$ cat config.mk
export PLATFORM = sky130hd
export DESIGN_NAME = div_issue_ctrl
export DESIGN_NICKNAME = d
export VERILOG_FILES = /design/src/rtl/div_issue_ctrl.sv
export SDC_FILE = /design/constraint.sdc
export NUM_CORES = 1
export LEC_CHECK = 0
export ABC_AREA = 0
export CAP_MARGIN = 5
export CORE_ASPECT_RATIO = 1.1
export CORE_MARGIN = 1
export CORE_UTILIZATION = 47
export DETAILED_ROUTE_END_ITERATION = 12
export PLACE_DENSITY = 0.8
export REMOVE_ABC_BUFFERS = 1
export SETUP_SLACK_MARGIN = 0.4
export SLEW_MARGIN = 25
export SYNTH_ARGS = -nofsm -noshare
export SYNTH_HDL_FRONTEND = slang
export SYNTH_SLANG_ARGS = --single-unit
$ cat constraint.sdc
create_clock -name clk -period 3.86 [get_ports clk]
set_input_delay 0.965 -clock clk [delete_from_list [all_inputs] [get_ports clk]]
set_output_delay 0.965 -clock clk [all_outputs]
set_load 0.005 [all_outputs]
$ cat src/rtl/div_issue_ctrl.sv
// Operand FIFO and issue/collect sequencer for the iterative divider: feeds one operand
// pair at a time via start/done, short-circuits zero divisors and aborts silent dividers.
//
// Handshakes: a transfer happens on a rising edge where valid && ready are both high;
// valid, once raised, stays high with stable payload until that edge.
module div_issue_ctrl #(
    parameter int SIZE    = 32,
    parameter int DEPTH   = 4,
    parameter int TIMEOUT = 64
) (
    input  logic            clk,
    input  logic            rst_n,
    input  logic            in_valid,
    output logic            in_ready,
    input  logic [SIZE-1:0] in_numerador,
    input  logic [SIZE-1:0] in_denominador,
    output logic            div_start,
    output logic [SIZE-1:0] div_numerador,
    output logic [SIZE-1:0] div_denominador,
    input  logic [SIZE-1:0] div_cociente,
    input  logic [SIZE-1:0] div_resto,
    input  logic            div_done,
    output logic            out_valid,
    input  logic            out_ready,
    output logic [SIZE-1:0] out_cociente,
    output logic [SIZE-1:0] out_resto,
    output logic            out_div0,
    output logic            out_timeout
);

    localparam int AW = $clog2(DEPTH);
    localparam int TW = $clog2(TIMEOUT + 1);
    localparam logic [AW:0]   FULL_CNT = (AW + 1)'(DEPTH);
    localparam logic [TW-1:0] TMO_LAST = TW'(TIMEOUT - 1);

    typedef enum logic [1:0] {IDLE, ISSUE, WAIT, HOLD} state_t;

    state_t          state_q, state_d;
    logic [TW-1:0]   timer_q, timer_d;
    logic            start_d, div0_d, tmo_d;
    logic [SIZE-1:0] dnum_d, dden_d, quo_d, rem_d;

    logic [SIZE-1:0] mem_num [DEPTH];
    logic [SIZE-1:0] mem_den [DEPTH];
    logic [AW-1:0]   wr_ptr, rd_ptr;
    logic [AW:0]     count;
    logic            push, pop, empty, full;
    logic [SIZE-1:0] head_num, head_den;

    assign full      = (count == FULL_CNT);
    assign empty     = (count == '0);
    assign in_ready  = !full;
    assign push      = in_valid && in_ready;
    assign pop       = (state_q == IDLE) && !empty;
    assign head_num  = mem_num[rd_ptr];
    assign head_den  = mem_den[rd_ptr];
    assign out_valid = (state_q == HOLD);

    // Storage needs no reset: occupancy is tracked by count alone.
    always_ff @(posedge clk) begin
        if (push) begin
            mem_num[wr_ptr] <= in_numerador;
            mem_den[wr_ptr] <= in_denominador;
        end
    end

    always_ff @(posedge clk or negedge rst_n) begin
        if (!rst_n) begin
            wr_ptr <= '0;
            rd_ptr <= '0;
            count  <= '0;
        end else begin
            if (push) wr_ptr <= wr_ptr + 1'b1;
            if (pop)  rd_ptr <= rd_ptr + 1'b1;
            case ({push, pop})
                2'b10:   count <= count + 1'b1;
                2'b01:   count <= count - 1'b1;
                default: count <= count;
            endcase
        end
    end

    always_ff @(posedge clk or negedge rst_n) begin
        if (!rst_n) begin
            state_q         <= IDLE;
            timer_q         <= '0;
            div_start       <= 1'b0;
            div_numerador   <= '0;
            div_denominador <= '0;
            out_cociente    <= '0;
            out_resto       <= '0;
            out_div0        <= 1'b0;
            out_timeout     <= 1'b0;
        end else begin
            state_q         <= state_d;
            timer_q         <= timer_d;
            div_start       <= start_d;
            div_numerador   <= dnum_d;
            div_denominador <= dden_d;
            out_cociente    <= quo_d;
            out_resto       <= rem_d;
            out_div0        <= div0_d;
            out_timeout     <= tmo_d;
        end
    end

    always_comb begin
        state_d = state_q;
        timer_d = timer_q;
        start_d = 1'b0;
        dnum_d  = div_numerador;
        dden_d  = div_denominador;
        quo_d   = out_cociente;
        rem_d   = out_resto;
        div0_d  = out_div0;
        tmo_d   = out_timeout;
        case (state_q)
            IDLE: begin
                if (!empty) begin
                    if (head_den != '0) begin
                        dnum_d  = head_num;
                        dden_d  = head_den;
                        state_d = ISSUE;
                    end else begin
                        quo_d   = '1;
                        rem_d   = head_num;
                        div0_d  = 1'b1;
                        tmo_d   = 1'b0;
                        state_d = HOLD;
                    end
                end
            end
            ISSUE: begin
                start_d = 1'b1;
                timer_d = '0;
                state_d = WAIT;
            end
            WAIT: begin
                // A done arriving on the expiry cycle still counts as a real answer.
                if (div_done) begin
                    quo_d   = div_cociente;
                    rem_d   = div_resto;
                    div0_d  = 1'b0;
                    tmo_d   = 1'b0;
                    state_d = HOLD;
                end else if (timer_q == TMO_LAST) begin
                    quo_d   = '0;
                    rem_d   = '0;
                    div0_d  = 1'b0;
                    tmo_d   = 1'b1;
                    state_d = HOLD;
                end else begin
                    timer_d = timer_q + 1'b1;
                end
            end
            HOLD: begin
                if (out_ready) state_d = IDLE;
            end
            default: state_d = IDLE;
        endcase
    end

endmodule

==> impl_results.md, run 1 <==
- Setup violators final: 0
- Remaining antenna violation count after routing: 0
- Startpoint Class: register
- Sequential share of the synthesized area: 72.0%
- Clock Pin Slew Worst Setup and Hold Paths: 0.06 ns
- Slew margin rel.: 44.4%
- H-tree levels: 2
- CP arrival: 3.65 ns
- Most common cell after layout, fill and taps aside: clkdlybuf4s50_1
- Hold slack: 0.407 ns
- Worst Path Required: 4.27 ns
- CP endpoint kind: register
- First-pass GRT wire length: 52900 um
- Residual DRC: 0
- CP Cell Sequence: buf_12, mux4_2, nor4_1, nand4_2, buf_4, buf_12, o21ai_4, buf_12, mux2_2
- Tcrit/Tclk final: 84.0%
- Leakage power: 0.00763 uW
- CTS Sinks: 403
- Bufs on Longest Clock Path: 3
- Status: finished clean
- Hpwl dp: 22400 um
- Mapped Area: 15800 um^2
- Core Region: 33100 um^2
- Largest net degree at the start of global routing: 93
- Distinct cells, synth: 44
- Fin. Hold Viols: 0
- Total power draw: 16500 uW
- Clk_lat worst skew: 0.54 ns
- Number of synthesized register bits: 403
- CTS tree: yes
- # fillers: 2356
- Clock root cell: clkbuf_16
- # rows: 70
- Layout cells sized above 1: 16.4%
- Yosys top cell area share: 48.7%
- CTS buffer count: 40
- Initial drt markers: 502
- Multi-input gate area: 3950 um^2
- Final Max Slew Viols: 0
- Switch share: 29.8%
- Buf/Inv on CP: 4
- Max-cap violations: 0
- Die area: 34300 um^2
- Die Ht: 194 um
- Internal: 11500 uW
- Global route overflow: 0
- Hold-fix buffers, CTS: 0
- Worst hold path type: input pin to asynchronous set/reset pin
- Worst VDD drop: 515 uV
- Pwr dens: 803 nW/um^2
- First-pass detailed-route iteration total: 4
- Mean Syn Cell Area: 17.5 um^2
- Vias per cell: 5.30
- Worst path slowest cell: mux4_2
- Maximum fanout along the worst path: 48
- Cell taking the most area after synthesis: edfxtp_1
- # IOs: 266
- Unrepaired setup endpoints after global routing: no
- Register Area: 11400 um^2
- Routed WL: 34600 um
- Sequential power share: 40.3%
- CP peak stage delay: 0.55 ns
- Initial core utilization: 47.6%
- Vias: 8774
- Synth Warn #: 0
- Initial antenna violation count: 1
- Setup Crit Path Kind: register to register
- Delay-heaviest family, CP: multiplexers
- Vias in the first global route: 9375
- Slew @ Worst Pin: 0.826 ns
- Cells after Synth: 904
- Layout area overhead: 29.8%
- Fmax: 308 MHz
- Number of diodes: 0
- Clk_skew: 0.0218 ns
- Overall routing resource usage: 20.4%
- Worst path most repeated cell: buf_12
- Clk pwr share: 24.1%
- Most frequent cells in the layout: clkdlybuf4s50_1, edfxtp_1, dfrtp_1
- Comb pwr share: 35.6%
- Die width: 177 um
- Tmin final: 3.24 ns
- Routability congestion estimate: 0.764
- Drt wl/cell: 20.9 um
- Largest cells by area after synthesis: edfxtp_1, dfrtp_1, mux4_2, mux2_1, mux2_2
- Net switching power: 4910 uW
- Final net count: 1336
- Port bufs: 265
-- what timing repair did --
| item | CTS | global route |
|---|---|---|
| gates resized for setup | 2 | 1 |
| endpoints found under the setup margin | 79 | 41 |
| hold endpoints to repair | 0 | 0 |
| setup buffers | 2 | 2 |
| pin swaps | 1 | 1 |
-- layout make-up --
cell class	instances	area share, %
multi-input cells	380	19.3
repair buffers	290	14.4
clock buffers	52	5.50
clock inverters	22	1.23
well taps	432	2.64
flip-flops and latches	403	55.5
inverters	76	1.39
-- through the flow --
stage | cells | setup TNS (ns) | utilization [%] | instance area [um^2] | setup WS, ns
2_1_floorplan | 859 | -259.47 | - | 15500 | -2.36
5_1_grt | 1655 | 0 | 61.9 | 20500 | 0.467
4_1_cts | 1653 | 0 | 61.8 | 20500 | 0.451
3_3_place_gp | 1577 | 0 | 57.5 | 19000 | 0.287
6_report | 1655 | 0 | 61.9 | 20500 | 0.616
3_5_place_dp | 1577 | 0 | 57.5 | 19000 | 0.207
-- per-layer routing --
| layer | GRT usage [%] | vias up | share of wire (%) |
|---|---|---|---|
| li1 | - | 3990 | - |
| met1 | 24.8 | 4449 | 40 |
| met2 | 36.2 | 283 | 51 |
| met3 | 4.45 | 50 | 6.5 |
| met4 | 5.72 | 2 | 2.4 |
| met5 | 0 | - | 0.040 |
-- state kept, by name, indices dropped and copies added, names as in the netlist, 2 cells and up --
| name | cells |
|---|---|
| out_cociente | 32 |
| wr_ptr | 2 |
| timer_q | 7 |
| div_numerador | 32 |
| div_denominador | 32 |
| state_q | 2 |
| mem_den | 128 |
| mem_num | 128 |
| count | 3 |
| out_resto | 32 |
| rd_ptr | 2 |
-- synth_stat cells, drive strengths merged --
| master | instances |
|---|---|
| o31ai | 2 |
| nor4 | 8 |
| o21ai | 37 |
| a21oi | 3 |
| o41ai | 1 |
| buf | 23 |
| nor2b | 2 |
| o31a | 1 |
| nand2 | 74 |
| edfxtp | 256 |
| o41a | 1 |
| nand2b | 1 |
| or3 | 2 |
| inv | 76 |
| and3 | 4 |
| xnor2 | 4 |
| mux4 | 64 |
| o211ai | 2 |
| and2 | 3 |
| or2 | 1 |
| nand3b | 2 |
| a2bb2oi | 1 |
| mux2 | 96 |
| a32oi | 32 |
| nand4 | 4 |
| ha | 11 |
| dfrtp | 147 |
| a221o | 1 |
| clkbuf | 22 |
| nand3 | 5 |
| nor2 | 6 |
| a32o | 1 |
| a21o | 1 |
| fa | 1 |
| xor2 | 6 |
| nor3 | 3 |
-- final timing paths --
check	startpoint	to	slack, ns	cells past startpoint
max	rd_ptr[0]$_DFFE_PN0N_	div_denominador[26]$_DFFE_PN0P_	0.62	9
max in group asynchronous	rst_n	rd_ptr[0]$_DFFE_PN0N_	2.46	2
min reg2reg	out_resto[16]$_DFFE_PN0P_	out_resto[16]$_DFFE_PN0P_	0.49	1
min in group clk	out_resto[16]$_DFFE_PN0P_	out_resto[16]$_DFFE_PN0P_	0.49	1
max reg2reg	rd_ptr[0]$_DFFE_PN0N_	div_denominador[26]$_DFFE_PN0P_	0.62	9
min	rst_n	out_cociente[24]$_DFFE_PN0P_	0.41	1
-- logic make-up after synthesis --
kind of cell | count (synthesis) | synth area share (%)
compound gates | 83 | 3.82
mux | 160 | 16.0
xor+xnor | 10 | 0.555
fa+ha+maj | 12 | 0.999
flops | 403 | 72.0
simple gates | 115 | 3.32
buf+inv | 121 | 3.26
-- worst reg2reg max path, cell delays in order (launching register included) --
cell and delay, ns:
dfrtp_4 0.52, buf_12 0.23, mux4_2 0.56, nor4_1 0.47
nand4_2 0.14, buf_4 0.19, buf_12 0.14, o21ai_4 0.15
buf_12 0.31, mux2_2 0.43
-- power groups by stage --
stage,combinational [uW],sequential [uW],clock (uW)
floorplan,2890,6830,0
global placement,5750,6660,0
detailed placement,5910,6700,0
CTS,5950,6640,4060
global route,6350,6750,4220
finish,5850,6630,3970
(Power assumes the default switching activity.)
==> inputs of run 2 (changes only) <==
==> constraint.sdc (replaced) <==
create_clock -name clk -period 3.3 [get_ports clk]
set_input_delay 0.825 -clock clk [delete_from_list [all_inputs] [get_ports clk]]
set_output_delay 0.825 -clock clk [all_outputs]
set_load 0.005 [all_outputs]
==> impl_results.md, run 2 (synthesis gave the netlist of run 1 again) <==
- Most common cell after layout, fill and taps aside: clkdlybuf4s50_1
- Sum Neg Setup Slack: 0 ns (unchanged)
- Global route overflow: 0 (unchanged)
- Clock Pin Slew Worst Setup and Hold Paths: 0.06 ns (about the same)
- Worst VDD drop: 618 uV (+20%)
- CP Cell Sequence: buf_12, buf_16, mux4_2, nor4_4, nand4_2, buf_6, o41a_1, buf_6, buf_16, a32oi_1
- Setup Crit Path Kind: register to register
- Fin. Hold Viols: 0 (unchanged)
- Hold slack: 0.246 ns (-0.161 ns)
- Hpwl dp: 23600 um (+5.3%)
- Worst hold path type: input pin to asynchronous set/reset pin
- First-pass GRT wire length: 58100 um (+9.8%)
- CTS tree: yes
- Status: finished clean
- Initial drt markers: 623 (+24%)
- Startpoint Class: register
- Clk_skew: 0.0339 ns (+0.0121 ns)
- CTS Sinks: 403 (unchanged)
- Overall routing resource usage: 22.7% (+2.3 points)
- CP peak stage delay: 0.55 ns (about the same)
- Final Max Slew Viols: 0 (unchanged)
- Layout area overhead: 37.0%
- Remaining antenna violation count after routing: 0 (unchanged)
- Buf/Inv on CP: 5 (+1)
- Die width: 177 um (unchanged)
- Residual DRC: 0 (unchanged)
- Drt wl/cell: 23.2 um (+11%)
- Largest net degree at the start of global routing: 59 (-37%)
- Slew @ Worst Pin: 0.799 ns (-0.0277 ns)
- Pwr dens: 994 nW/um^2 (+24%)
- Fmax: 325 MHz (+5.5%)
- Initial core utilization: 47.6% (unchanged)
- Tcrit/Tclk final: 93.1% (+9.1 points)
- Worst Path Required: 3.71 ns (-0.56 ns)
- Core Region: 33100 um^2 (unchanged)
- Unrepaired setup endpoints after global routing: yes
- Worst path slowest cell: mux4_2
- Max-cap violations: 0 (unchanged)
- Die area: 34300 um^2 (unchanged)
- Slew margin rel.: 46.3% (+1.9 points)
- Leakage power: 0.00836 uW (+9.5%)
- Bufs on Longest Clock Path: 3 (unchanged)
- CP endpoint kind: register
- Pre-CTS setup slack: 0.0350 ns (-0.172 ns)
- Vias in the first global route: 10000 (+6.7%)
- Clock root cell: clkbuf_16
- First-pass detailed-route iteration total: 5 (+1)
- Maximum fanout along the worst path: 8 (-83%)
- # IOs: 266 (unchanged)
- Placed cell areas: 19200 um^2 (+0.68%)
- CTS buffer count: 40 (unchanged)
- H-tree levels: 2 (unchanged)
- Die Ht: 194 um (unchanged)
- Layout cells sized above 1: 24.1% (+7.6 points)
- CP arrival: 3.49 ns (-0.16 ns)
- Final net count: 1378 (+3.1%)
- Vias: 9281 (+5.8%)
- Tmin final: 3.07 ns (-0.170 ns)
- Delay-heaviest family, CP: buffers and inverters
- Final Instance Area: 21600 um^2 (+5.5%)
- Routed WL: 39400 um (+14%)
- Initial antenna violation count: 4 (+3)
- Slack of the critical path: 0.226 ns (-0.390 ns)
- Routability congestion estimate: 0.772 (+0.98%)
- Vias per cell: 5.47 (+3.1%)
- Port bufs: 265 (unchanged)
- Setup violators final: 0 (unchanged)
- # rows: 70 (unchanged)
- Most frequent cells in the layout: clkdlybuf4s50_1, edfxtp_1, dfrtp_1
- Clk_lat worst skew: 0.54 ns (about the same)
- Top flop regs: mem_den (128), mem_num (128)
-- run 2: cell types whose count changed in the layout (fill, tap and decap cells not counted), moves of 3 or more --
| cell | previous run | this run |
|---|---|---|
| mux2_4 | 0 | 75 |
| nor4_4 | 0 | 5 |
| buf_12 | 9 | 17 |
| a32oi_1 | 32 | 22 |
| a32oi_2 | 0 | 10 |
| buf_16 | 0 | 10 |
| buf_6 | 2 | 6 |
| mux2_2 | 29 | 2 |
| nor4_1 | 6 | 0 |
| clkbuf_8 | 6 | 9 |
| diode_2 | 0 | 3 |
| buf_4 | 15 | 31 |
| mux2_1 | 67 | 19 |
-- run 2: cell type report --
class / instances / area, um^2
antenna: 3 / 7.51
sequential: 403 / 11400
timing repair buffer: 332 / 3660
clock inverter: 15 / 190
clock buffer: 57 / 1180
multi-input combinational: 380 / 4390
tap: 432 / 541
fill: 2201 / 11500
inverter: 76 / 285
-- run 2: worst paths after layout --
kind,slack (ns),cells after the start,endpoint,from
worst min register to register,0.49,1,out_resto[2]$_DFFE_PN0P_,out_resto[2]$_DFFE_PN0P_
worst max-delay path,0.23,10,out_cociente[8]$_DFFE_PN0P_,rd_ptr[0]$_DFFE_PN0N_
worst max register to register,0.23,10,out_cociente[8]$_DFFE_PN0P_,rd_ptr[0]$_DFFE_PN0N_
min in group clk,0.49,1,out_resto[2]$_DFFE_PN0P_,out_resto[2]$_DFFE_PN0P_
max in group asynchronous,2.26,2,out_resto[16]$_DFFE_PN0P_,rst_n
worst min-delay path,0.25,1,out_cociente[13]$_DFFE_PN0P_,rst_n
-- run 2: per-layer routing --
layer	up-vias	global-route usage [%]	wire [um]
li1	4079	-	-
met1	4766	27.8	15300
met2	355	39.7	20400
met3	79	4.49	2560
met4	2	7.95	1130
met5	-	0	12
-- run 2: report_power, final --
part | total (uW) | switching (uW) | internal, uW | leakage [uW]
Clock | 4680 | 1880 | 2800 | 0.000673
Combinational | 8940 | 3760 | 5180 | 0.00361
Sequential | 7870 | 843 | 7020 | 0.00408
Total | 21500 | 6480 | 15000 | 0.00836
-- run 2: metrics by stage --
stage | utilization (%) | total power, uW | std cells
finish | 65.3 | 21500 | 1698
global route | 65.3 | 22500 | 1698
CTS | 64.0 | 20800 | 1686
detailed placement | 57.9 | 14900 | 1591
global placement | 57.9 | 14600 | 1591
floorplan | - | 11400 | 859
-- run 2: repair_timing --
action,4_1_cts,5_1_grt
cloned,10,3
hold buffers,0,0
setup buffers,13,6
endpoints found under the setup margin,130,129
gates resized for setup,52,74
pin swaps,5,2
-- run 2: worst reg2reg max path, cell delays in order, from the launching register on --
cell     delay, ns
dfrtp_4       0.51
buf_12        0.14
buf_16        0.13
mux4_2        0.55
nor4_4        0.34
nand4_2       0.13
buf_6         0.16
o41a_1        0.50
buf_6         0.19
buf_16        0.14
a32oi_1       0.17
==> inputs of run 3 (changes only) <==
--- a/config.mk
+++ b/config.mk
@@ -7,11 +7,11 @@
 export LEC_CHECK = 0
 export ABC_AREA = 0
 export CAP_MARGIN = 5
-export CORE_ASPECT_RATIO = 1.1
-export CORE_MARGIN = 1
+export CORE_ASPECT_RATIO = 1.2
 export CORE_UTILIZATION = 47
 export DETAILED_ROUTE_END_ITERATION = 12
 export PLACE_DENSITY = 0.8
+export RECOVER_POWER = 25
 export REMOVE_ABC_BUFFERS = 1
 export SETUP_SLACK_MARGIN = 0.4
 export SLEW_MARGIN = 25
==> impl_results.md, run 3 (synthesis gave the netlist of run 1 again) <==
- Most common cell after layout, fill and taps aside: edfxtp_1
- Slew @ Worst Pin: 1.65 ns (+0.853 ns)
- Die Ht: 203 um (+4.4%)
- Buf/Inv on CP: 5 (unchanged)
- Max-cap violations: 1 (+1)
- Top flop regs: mem_den (128), mem_num (128)
- Routability congestion estimate: 0.754 (-2.3%)
- R2r startpoint: rd_ptr[0]$_DFFE_PN0N_
- Failing checks: capacitance limit, slew limit
- CTS buffer count: 40 (unchanged)
- Slack of the critical path: 0.185 ns (-0.0413 ns)
- Vias in the first global route: 9796 (-2.1%)
- Hpwl dp: 22900 um (-2.8%)
- Initial core utilization: 47.7% (+0.061 points)
- Setup violators final: 0 (unchanged)
- Vias: 9344 (+0.68%)
- Leakage power: 0.00831 uW (-0.59%)
- Final net count: 1380 (+0.15%)
- Pre-CTS setup slack: 0.0477 ns (+0.0128 ns)
- Reg-to-reg slack, setup: 0.18 ns (-0.04 ns)
- WP depth: 10 (unchanged)
- Worst VDD drop: 548 uV (-11%)
- Routed WL: 39400 um (about the same)
- Tcrit/Tclk final: 94.4% (+1.3 points)
- # fillers: 2228 (+1.2%)
- Worst setup path start: rd_ptr[0]$_DFFE_PN0N_
- Core Region: 33100 um^2 (-0.13%)
- Worst reg2reg endpoint: out_resto[26]$_DFFE_PN0P_
- Die area: 34300 um^2 (about the same)
- Multi-input gate area: 4360 um^2 (-0.49%)
- Final Max Slew Viols: 59 (+59)
- Residual DRC: 0 (unchanged)
- CP arrival: 3.52 ns (+0.03 ns)
- CP Cell Sequence: buf_12, buf_16, mux4_2, nor4_4, nand4_4, o41ai_4, buf_6, buf_8, buf_12, mux2_1
- Initial antenna violation count: 9 (+5)
- CP endpoint kind: register
- Largest net degree at the start of global routing: 59 (unchanged)
- Net switching power: 6500 uW (+0.40%)
- Clk pwr share: 21.3% (-0.5 points)
- Clock root cell: clkbuf_16
- Die width: 169 um (-4.2%)
- Vias per cell: 5.43 (-0.67%)
- # IOs: 266 (unchanged)
- Internal: 14900 uW (-0.71%)
- CP endpoint: out_resto[26]$_DFFE_PN0P_
- Setup Crit Path Kind: register to register
- First-pass GRT wire length: 56000 um (-3.6%)
- CTS Sinks: 403 (unchanged)
- Fmax: 321 MHz (-1.3%)
- Worst hold path type: register to register
- Overall routing resource usage: 21.8% (-0.89 points)
- Hold slack: 0.494 ns (+0.248 ns)
- Maximum fanout along the worst path: 7 (-1)
- Startpoint Class: register
- Drt wl/cell: 22.9 um (-1.3%)
- Worst path most repeated cell: buf_12
- Global route overflow: 0 (unchanged)
- Clock Pin Slew Worst Setup and Hold Paths: 0.06 ns (about the same)
- CP peak stage delay: 0.51 ns (-0.04 ns)
- Sequential power share: 36.3% (-0.3 points)
- Worst path slowest cell: dfrtp_4
- Most frequent cells in the layout: edfxtp_1, clkdlybuf4s50_1, dfrtp_1
- Delay-heaviest family, CP: multiplexers
- Layout area overhead: 37.2%
- CTS tree: yes
- Comb pwr share: 42.4% (+0.8 points)
- Worst R2R Path Depth: 10 (unchanged)
- Bufs on Longest Clock Path: 3 (unchanged)
- First-pass detailed-route iteration total: 5 (unchanged)
- Port bufs: 265 (unchanged)
- Worst Path Required: 3.70 ns (about the same)
- Initial drt markers: 576 (-7.5%)
- Tmin final: 3.12 ns (+0.0413 ns)
- Clk_lat worst skew: 0.54 ns (about the same)
- Remaining antenna violation count after routing: 0 (unchanged)
- Pwr dens: 989 nW/um^2 (-0.52%)
- Layout cells sized above 1: 23.9% (-0.22 points)
- Status: finished with violations
- Switch share: 30.4% (+0.23 points)
- Register Area: 11400 um^2 (unchanged)
- Unrepaired setup endpoints after global routing: yes
- Slew margin rel.: -10.1% (-56 points)
- H-tree levels: 2 (unchanged)
- Clk_skew: 0.0189 ns (-0.0150 ns)
- Fin. Hold Viols: 0 (unchanged)
- # rows: 73 (+4.3%)
==> run 3: cell type report <==
class / count / share of cell area, %
diodes: 5 / 0.0578
flip-flops and latches: 403 / 52.5
inverters: 76 / 1.32
multi-input cells: 380 / 20.2
well taps: 450 / 2.60
clock inverters: 17 / 0.902
repair buffers: 334 / 17.2
clock buffers: 56 / 5.23
==> run 3: per-stage QoR <==
| step | setup TNS, ns | util [%] | total power (uW) | instances | cell area [um^2] |
|---|---|---|---|---|---|
| 2_1_floorplan | -332.83 | - | 11400 | 859 | 15500 |
| 3_3_place_gp | 0 | 58.1 | 14700 | 1605 | 19200 |
| 3_5_place_dp | 0 | 58.1 | 14900 | 1605 | 19200 |
| 4_1_cts | 0 | 63.7 | 20400 | 1702 | 21100 |
| 5_1_grt | 0 | 65.4 | 22400 | 1719 | 21600 |
| 6_report | 0 | 65.5 | 21400 | 1721 | 21600 |
==> run 3: worst reg2reg max path, stage by stage (launching register included) <==
cell and delay [ns]:
dfrtp_4 0.51, buf_12 0.15, buf_16 0.14, mux4_2 0.47, nor4_4 0.38, nand4_4 0.18, o41ai_4 0.37, buf_6 0.17
buf_8 0.13, buf_12 0.14, mux2_1 0.35
==> run 3: layer usage <==
| layer | vias to the layer above | GRT usage (%) | routed length, um |
|---|---|---|---|
| li1 | 4085 | - | - |
| met1 | 4800 | 26.4 | 15200 |
| met2 | 377 | 38.4 | 20300 |
| met3 | 76 | 4.95 | 2700 |
| met4 | 6 | 7.14 | 1070 |
| met5 | - | 0 | 44 |
==> run 3: worst min-delay path by stage <==
stage	start	to	slack [ns]	cells after the start
finish	div_numerador[20]$_DFFE_PN0P_	div_numerador[20]$_DFFE_PN0P_	0.49	1
global route	div_numerador[20]$_DFFE_PN0P_	div_numerador[20]$_DFFE_PN0P_	0.51	1
CTS	rst_n	out_resto[8]$_DFFE_PN0P_	0.29	1
detailed placement	out_resto[4]$_DFFE_PN0P_	out_resto[4]$_DFFE_PN0P_	0.48	1
global placement	out_resto[17]$_DFFE_PN0P_	out_resto[17]$_DFFE_PN0P_	0.47	1
floorplan	count[2]$_DFFE_PN0P_	count[2]$_DFFE_PN0P_	0.48	1
==> run 3: repair_timing <==
item                       4_1_cts  5_1_grt
setup endpoints to repair      129      129
pin swaps                        1        6
hold buffers                     0        0
resized for setup               43       76
gates cloned                     5       10
setup buffers                   19        4
==> run 3: power by group through the flow <==
stage / logic (uW) / clock network (uW) / registers [uW]
global route: 9660 / 4830 / 7890
floorplan: 3380 / 0 / 7990
global placement: 6920 / 0 / 7740
detailed placement: 7120 / 0 / 7810
CTS: 8040 / 4630 / 7740
finish: 9070 / 4560 / 7770
